--- src/rtl/tx_arbiter.sv ---
// tx_arbiter: round-robin byte-stream arbiter feeding a TX FIFO (clk_i, reset_ni, arb_en_i, ch_valid_i/ch_data_i/ch_last_i -> ch_ready_o, tx_fifo_full_i -> tx_fifo_wen_o/tx_fifo_wdata_o, grant_o, busy_o)
module tx_arbiter #(
  parameter int NUM_CH    = 4,
  parameter int MAX_BURST = 16,
  parameter int HDR_EN    = 1
) (
  input  logic                clk_i,
  input  logic                reset_ni,
  input  logic                arb_en_i,
  input  logic [NUM_CH-1:0]   ch_valid_i,
  input  logic [NUM_CH*8-1:0] ch_data_i,
  input  logic [NUM_CH-1:0]   ch_last_i,
  output logic [NUM_CH-1:0]   ch_ready_o,
  input  logic                tx_fifo_full_i,
  output logic                tx_fifo_wen_o,
  output logic [7:0]          tx_fifo_wdata_o,
  output logic [NUM_CH-1:0]   grant_o,
  output logic                busy_o
);
  localparam int IW = $clog2(NUM_CH);
  localparam int CW = $clog2(MAX_BURST + 1);
  localparam logic [1:0] IDLE = 2'd0;
  localparam logic [1:0] HDR  = 2'd1;
  localparam logic [1:0] DATA = 2'd2;
  logic [1:0] state;
  logic [IW-1:0] gidx, last_grant, nxt, k;
  logic [CW-1:0] cnt;
  logic hdr, dat, xfer, done;
  always_comb begin
    nxt = '0;
    k = '0;
    for (int i = NUM_CH; i >= 1; i--) begin
      k = IW'((int'(last_grant) + i) % NUM_CH);
      if (ch_valid_i[k]) nxt = k;
    end
  end
  assign hdr = state == HDR;
  assign dat = state == DATA;
  assign xfer = dat && ch_valid_i[gidx] && !tx_fifo_full_i;
  assign done = xfer && (ch_last_i[gidx] || cnt == CW'(MAX_BURST - 1));
  assign tx_fifo_wen_o = hdr ? !tx_fifo_full_i : xfer;
  assign tx_fifo_wdata_o = hdr ? (8'hA0 | 8'(gidx)) : dat ? ch_data_i[{gidx, 3'b000} +: 8] : 8'h00;
  assign ch_ready_o = (dat && !tx_fifo_full_i) ? grant_o : '0;
  assign busy_o = state != IDLE;
  always_ff @(posedge clk_i or negedge reset_ni) begin
    if (!reset_ni) begin
      state <= IDLE;
      gidx <= '0;
      last_grant <= IW'(NUM_CH - 1);
      grant_o <= '0;
      cnt <= '0;
    end else if (state == IDLE) begin
      if (arb_en_i && |ch_valid_i) begin
        gidx <= nxt;
        grant_o <= NUM_CH'(1) << nxt;
        cnt <= '0;
        state <= (HDR_EN != 0) ? HDR : DATA;
      end
    end else if (hdr) begin
      if (!tx_fifo_full_i) state <= DATA;
    end else begin
      if (xfer) cnt <= cnt + 1'b1;
      if (done) begin
        state <= IDLE;
        last_grant <= gidx;
        grant_o <= '0;
      end
    end
  end
endmodule

--- config.mk ---
export PLATFORM = sky130hd
export DESIGN_NAME = tx_arbiter
export DESIGN_NICKNAME = d
export VERILOG_FILES = /design/src/rtl/tx_arbiter.sv
export SDC_FILE = /design/constraint.sdc
export NUM_CORES = 1
export LEC_CHECK = 0
export ABC_AREA = 1
export CAP_MARGIN = 0
export CORE_MARGIN = 5
export CORE_UTILIZATION = 45
export CTS_CLUSTER_DIAMETER = 150
export DETAILED_ROUTE_END_ITERATION = 8
export PLACE_DENSITY = 0.86
export SETUP_SLACK_MARGIN = 0.3
export SLEW_MARGIN = 20
export SYNTH_ARGS = -nofsm -noshare
export SYNTH_HDL_FRONTEND = slang
export SYNTH_SLANG_ARGS = --single-unit
export TNS_END_PERCENT = 10
--- constraint.sdc ---
create_clock -name clk_i -period 4.85 [get_ports clk_i]
set_clock_uncertainty 0.1 [all_clocks]
set_input_delay 0.97 -clock clk_i [delete_from_list [all_inputs] [get_ports clk_i]]
set_output_delay 0.97 -clock clk_i [all_outputs]
set_load 0.005 [all_outputs]
==> results of run 1 <==
-- registers in the layout (all words and copies together) (netlist names) --
name        count
cnt             5
gidx            2
grant_o         4
last_grant      2
state           2
-- power by group --
group,switching [mW],internal [mW],leakage [nW]
registers,0.0866,0.184,0.189
logic,0.373,0.317,0.697
clock network,0.0423,0.0320,0.0150
-- final timing paths --
check,from,end,slack [ns],depth (start not counted)
worst max-delay path,ch_valid_i[1],tx_fifo_wen_o,1.07,8
worst min-delay path,cnt[0],cnt[0],0.42,1
worst max register to register,gidx[0],state[0],2.64,9
worst min register to register,cnt[0],cnt[0],0.42,1
max in group asynchronous,reset_ni,grant_o[2],3.25,1
min in group asynchronous,reset_ni,grant_o[1],0.98,1
-- cells by family (layout without fill, tap and decap cells) --
group	Yosys count	count (layout)	synth area share, %
flops	15	15	28.15
fa+ha+maj	2	2	1.864
compound gates	46	46	20.41
buf+inv	32	90	11.09
simple gates	114	114	37.84
xor+xnor	1	1	0.6525
-- per-stage QoR --
step           instances  power, mW  setup slack, ns
6_report             299      1.035            1.067
5_1_grt              299      1.142           0.9297
2_1_floorplan        210     0.7161            2.237
3_5_place_dp         295     0.9597            1.067
4_1_cts              299      1.040            1.059
3_3_place_gp         295     0.9460            1.088
-- cells in the final DEF, fill, tap and decap left out --
| cell type | instances |
|---|---|
| a21oi_1 | 12 |
| ha_1 | 2 |
| o21ai_1 | 12 |
| clkbuf_1 | 1 |
| a221o_1 | 2 |
| inv_1 | 17 |
| nor2_1 | 33 |
| o21ai_2 | 2 |
| nand3b_2 | 1 |
| dfstp_2 | 2 |
| xor2_1 | 1 |
| a21oi_2 | 1 |
| clkdlybuf4s50_1 | 61 |
| clkbuf_4 | 3 |
| o211ai_2 | 1 |
| inv_4 | 1 |
| dfrtp_1 | 13 |
| nand4_1 | 2 |
| nand3_1 | 13 |
| nand2_1 | 54 |
| nand2_2 | 4 |
| nor2_4 | 2 |
| o22ai_1 | 3 |
| nand2_4 | 2 |
| nor2_2 | 2 |
| nand3_2 | 1 |
| inv_2 | 7 |
| a21oi_4 | 1 |
| o21ai_0 | 12 |
-- routing by layer --
layer	vias up	share of wire, %	GRT usage (%)
met1	668	47	27.68
met4	0	2.8	7.388
met2	45	45	34.02
met5	-	0	0
met3	13	5.3	3.627
li1	792	-	-
-- synth_stat cells (all sizes together), types with 2 or more instances --
master | n | share of area, %
a21oi | 14 | 6.3
a221o | 2 | 1.5
buf | 6 | 3.6
dfrtp | 13 | 24
dfstp | 2 | 3.9
ha | 2 | 1.9
inv | 25 | 7.2
nand2 | 60 | 19
nand3 | 14 | 5.6
nand4 | 2 | 0.93
nor2 | 37 | 12
o21ai | 26 | 10
o22ai | 3 | 1.4
-- layout make-up --
class                           instances  area share [%]
Sequential cell                        15           19.22
Clock buffer                            4           1.337
Inverter                               25           4.901
Tap cell                               31           1.973
Multi-Input combinational cell        163           41.50
Timing Repair Buffer                   61           31.06
-- worst max-delay path, stage by stage --
cell,delay (ns)
clkdlybuf4s50_1,0.52
inv_1,0.09
nand2_1,0.07
nand3_2,0.11
a21oi_4,0.24
inv_2,0.09
o21ai_0,0.08
clkdlybuf4s50_1,0.54
==> results.toml, run 1 <==
[timing]
drv_slew = 0
worst_pin_slew_ns = 0.7057
finalSetupViolations = 0
whs_ns = 0.4193
period_needed_ns = 3.783
finalCritPeriodShare_pct = 78.01
rsz0062_at_grt = "no"
slew_headroom_pct = 52.95
setup_tns_ns = 0
fmax_mhz = 264.3
hold_violations = 0

[final_layout]
finalCoreUtilization_pct = 70.07
regArea_um2 = 377.9
nNetsFinal = 315
final_area_mm2 = 0.001966
diodes = 0
fillers = 250
multiInputGateArea_um2 = 815.8
area_growth_pct = 46.41
layout-drive-gt1-share_pct = 11.19

[grt]
grt_pass1_wl_mm = 6.989
grt_max_degree = 23
antenna_found_initial = 0
grt_pass1_vias = 1520
grt-ovfl-total = 0
grt_use_total_pct = 20.79

[synth]
syn_avg_cell_area_um2 = 6.393
synth_edf_count = 0
synth-seq-cells = 15
syn_nets = 256
ys_seq_area_share_pct = 28.15
ys.flop_type = "dfrtp_1"
ys_types = 29
syn_area_mm2 = 0.001343
syn_inst = 210
async_reset_ff_share_pct = 100.0
yosys_warnings = 0

[floorplan]
core-area_mm2 = 0.002805
core.rowCount = 19
die_x_um = 64.62
chipHeight_um = 64.62
die_area_mm2 = 0.004176
start_util_pct = 47.86
io_pins = 62

[clock_tree]
cts_max_level = 1
insertion_delay_ns = 0.29
cts_resized = 0
cts.sinks = 15
clock_path_buffers = 2
cts_tree = "built"
post_cts_buffers = 0
cts.hold.buffers_added = 0
numCtsBuffers = 3
clk_pin_slew_ns = 0.09
cts_root_buf = "clkbuf_4"

[placed_design]
numPortBuffers = 61
dp_hpwl_mm = 3.139
dpl_cell_area_mm2 = 0.001939
finalWeightedCongestion = 0.8679

[worst_setup_path]
startpoint_type = "input pin"
cp_max_fo = 4
critPathKind = "input pin to output pin"
crit_path_end_kind = "output pin"
cp.required_ns = 3.78
arrival_ns = 2.71

[detailed_routing]
vias_per_cell = 5.077
wl_per_cell_um = 13.50
drc = 0
drtIter0Drc = 109
dr.pass1.iters = 4
wirelength_mm = 4.036
dr_total_vias = 1518
final_antenna_net_count = 0

[power]
peakVddDrop_v = 0.0003356
p_leak_nw = 0.9010
power_density_mw_per_mm2 = 526.3

[min_path]
hold_path.class = "register to register"

[job]
maxCapViolations = 0

[run_status]
outcome = "complete, no violations"
Power figures use the tool's default switching activity.
==> inputs of run 2 (changes only) <==
CORE_UTILIZATION = 41   (was 45)
PLACE_DENSITY = 0.8   (was 0.86)
clock period = 3.9 ns   (was 4.85 ns; I/O delays follow)
==> results.toml, run 2 (synthesized netlist as in run 1, its figures left out) <==
[timing]
setup_tns_ns = 0
drv_slew = 0
rsz0062_at_grt = "no"
hold_violations = 0
period_needed_ns = 3.386
finalCritPeriodShare_pct = 86.82
layout_setup_ws_ns = 0.5141
worst_pin_slew_ns = 0.7447
finalSetupViolations = 0
slew_headroom_pct = 50.36
fmax_mhz = 295.3

[detailed_routing]
vias_per_cell = 4.780
drtIter0Drc = 110
dr_total_vias = 1496
wl_per_cell_um = 12.77
final_antenna_net_count = 0
drc = 0
wirelength_mm = 3.998
dr.pass1.iters = 4

[placed_design]
dpl_cell_area_mm2 = 0.001963
dp.cells = 309
dp_hpwl_mm = 3.086
numPortBuffers = 61
finalWeightedCongestion = 0.8166
pre_cts_slack_ns = 0.5069

[clock_tree]
cts.sinks = 15
cts_root_buf = "clkbuf_4"
cts_tree = "built"
cts_resized = 0
insertion_delay_ns = 0.29
clock_path_buffers = 2
post_cts_buffers = 0
numCtsBuffers = 3
cts.hold.buffers_added = 0
clk_pin_slew_ns = 0.10
cts_max_level = 1

[grt]
grt_max_degree = 23
grt_use_total_pct = 18.57
grt_pass1_wl_mm = 6.568
antenna_found_initial = 0
grt_pass1_vias = 1383
grt-ovfl-total = 0

[final_layout]
final_common_cell = "clkdlybuf4s50_1"
layout-drive-gt1-share_pct = 11.90
top_register = "cnt"
layout_common_cells = "clkdlybuf4s50_1, nand2_1, nor2_1"
diodes = 0
reg.largest.list = "cnt x5, grant_o x4"
stdcell_count = 313
final_area_mm2 = 0.001991
area_growth_pct = 48.28
largest_register_ffs = 5
nNetsFinal = 316
finalCoreUtilization_pct = 64.15

[floorplan]
core.rowCount = 20
die_x_um = 67.23
die_area_mm2 = 0.004519
start_util_pct = 43.27
core-area_mm2 = 0.003103
chipHeight_um = 67.23
io_pins = 62

[min_path]
hold_path.class = "register to register"
worstHoldPathCells = 2

[job]
maxCapViolations = 0

[worst_setup_path]
arrival_ns = 2.51
crit_path_end_kind = "output pin"
critPathKind = "input pin to output pin"
startpoint_type = "input pin"
reg2reg_depth = 9
cp.required_ns = 3.02
cp_max_fo = 4

[run_status]
outcome = "complete, no violations"

[power]
power_density_mw_per_mm2 = 652.3
p_leak_nw = 0.9083
peakVddDrop_v = 0.0003976
==> run 2: cell count changes in the layout (fill, tap and decap cells not counted) <==
cell / delta
buf_4: +1
clkbuf_1: -1
clkinv_2: +1
==> run 2: area by class of cell <==
type | count | area (µm²)
fillers | 298 | 1112
multi-input cells | 163 | 815.8
repair buffers | 62 | 618.1
flip-flops and latches | 15 | 377.9
inverters | 25 | 96.34
well taps | 44 | 55.05
clock buffers | 3 | 22.52
clock inverters | 1 | 5.005
==> run 2: critical path, cell delays in order <==
cell	delay [ns]
clkdlybuf4s50_1	0.52
inv_1	0.08
nand2_1	0.07
nand3_2	0.11
a21oi_4	0.24
inv_2	0.09
o21ai_0	0.08
clkdlybuf4s50_1	0.53
==> run 2: metrics by stage <==
stage,hold slack [ns],power [mW]
6_report,0.4193,1.299
5_1_grt,0.4507,1.426
4_1_cts,0.4175,1.300
3_5_place_dp,0.4041,1.205
3_3_place_gp,0.3936,1.191
2_1_floorplan,0.3701,0.8906
==> run 2: metal layers <==
metal  GRT usage (%)  vias to the layer above  part of all wire [%]
li1                -                      799                     -
met1           27.78                      664                    52
met2           29.57                       29                    44
met3           2.329                        4                   3.4
met4           1.519                        0                  0.23
met5               0                        -                     0
==> run 2: power breakdown <==
group,switching [mW],internal (mW),leakage (nW)
clock,0.0522,0.0381,0.0177
sequential,0.113,0.228,0.189
combinational,0.468,0.400,0.702
total,0.632,0.666,0.908
==> run 2: worst paths after layout <==
check	startpoint	to	slack, ns
worst max register to register	gidx[0]	state[0]	1.91
max in group asynchronous	reset_ni	cnt[4]	2.47
worst max-delay path	ch_valid_i[1]	tx_fifo_wen_o	0.51
min in group asynchronous	reset_ni	grant_o[3]	0.79
worst min-delay path	last_grant[1]	last_grant[1]	0.42
worst min register to register	last_grant[1]	last_grant[1]	0.42
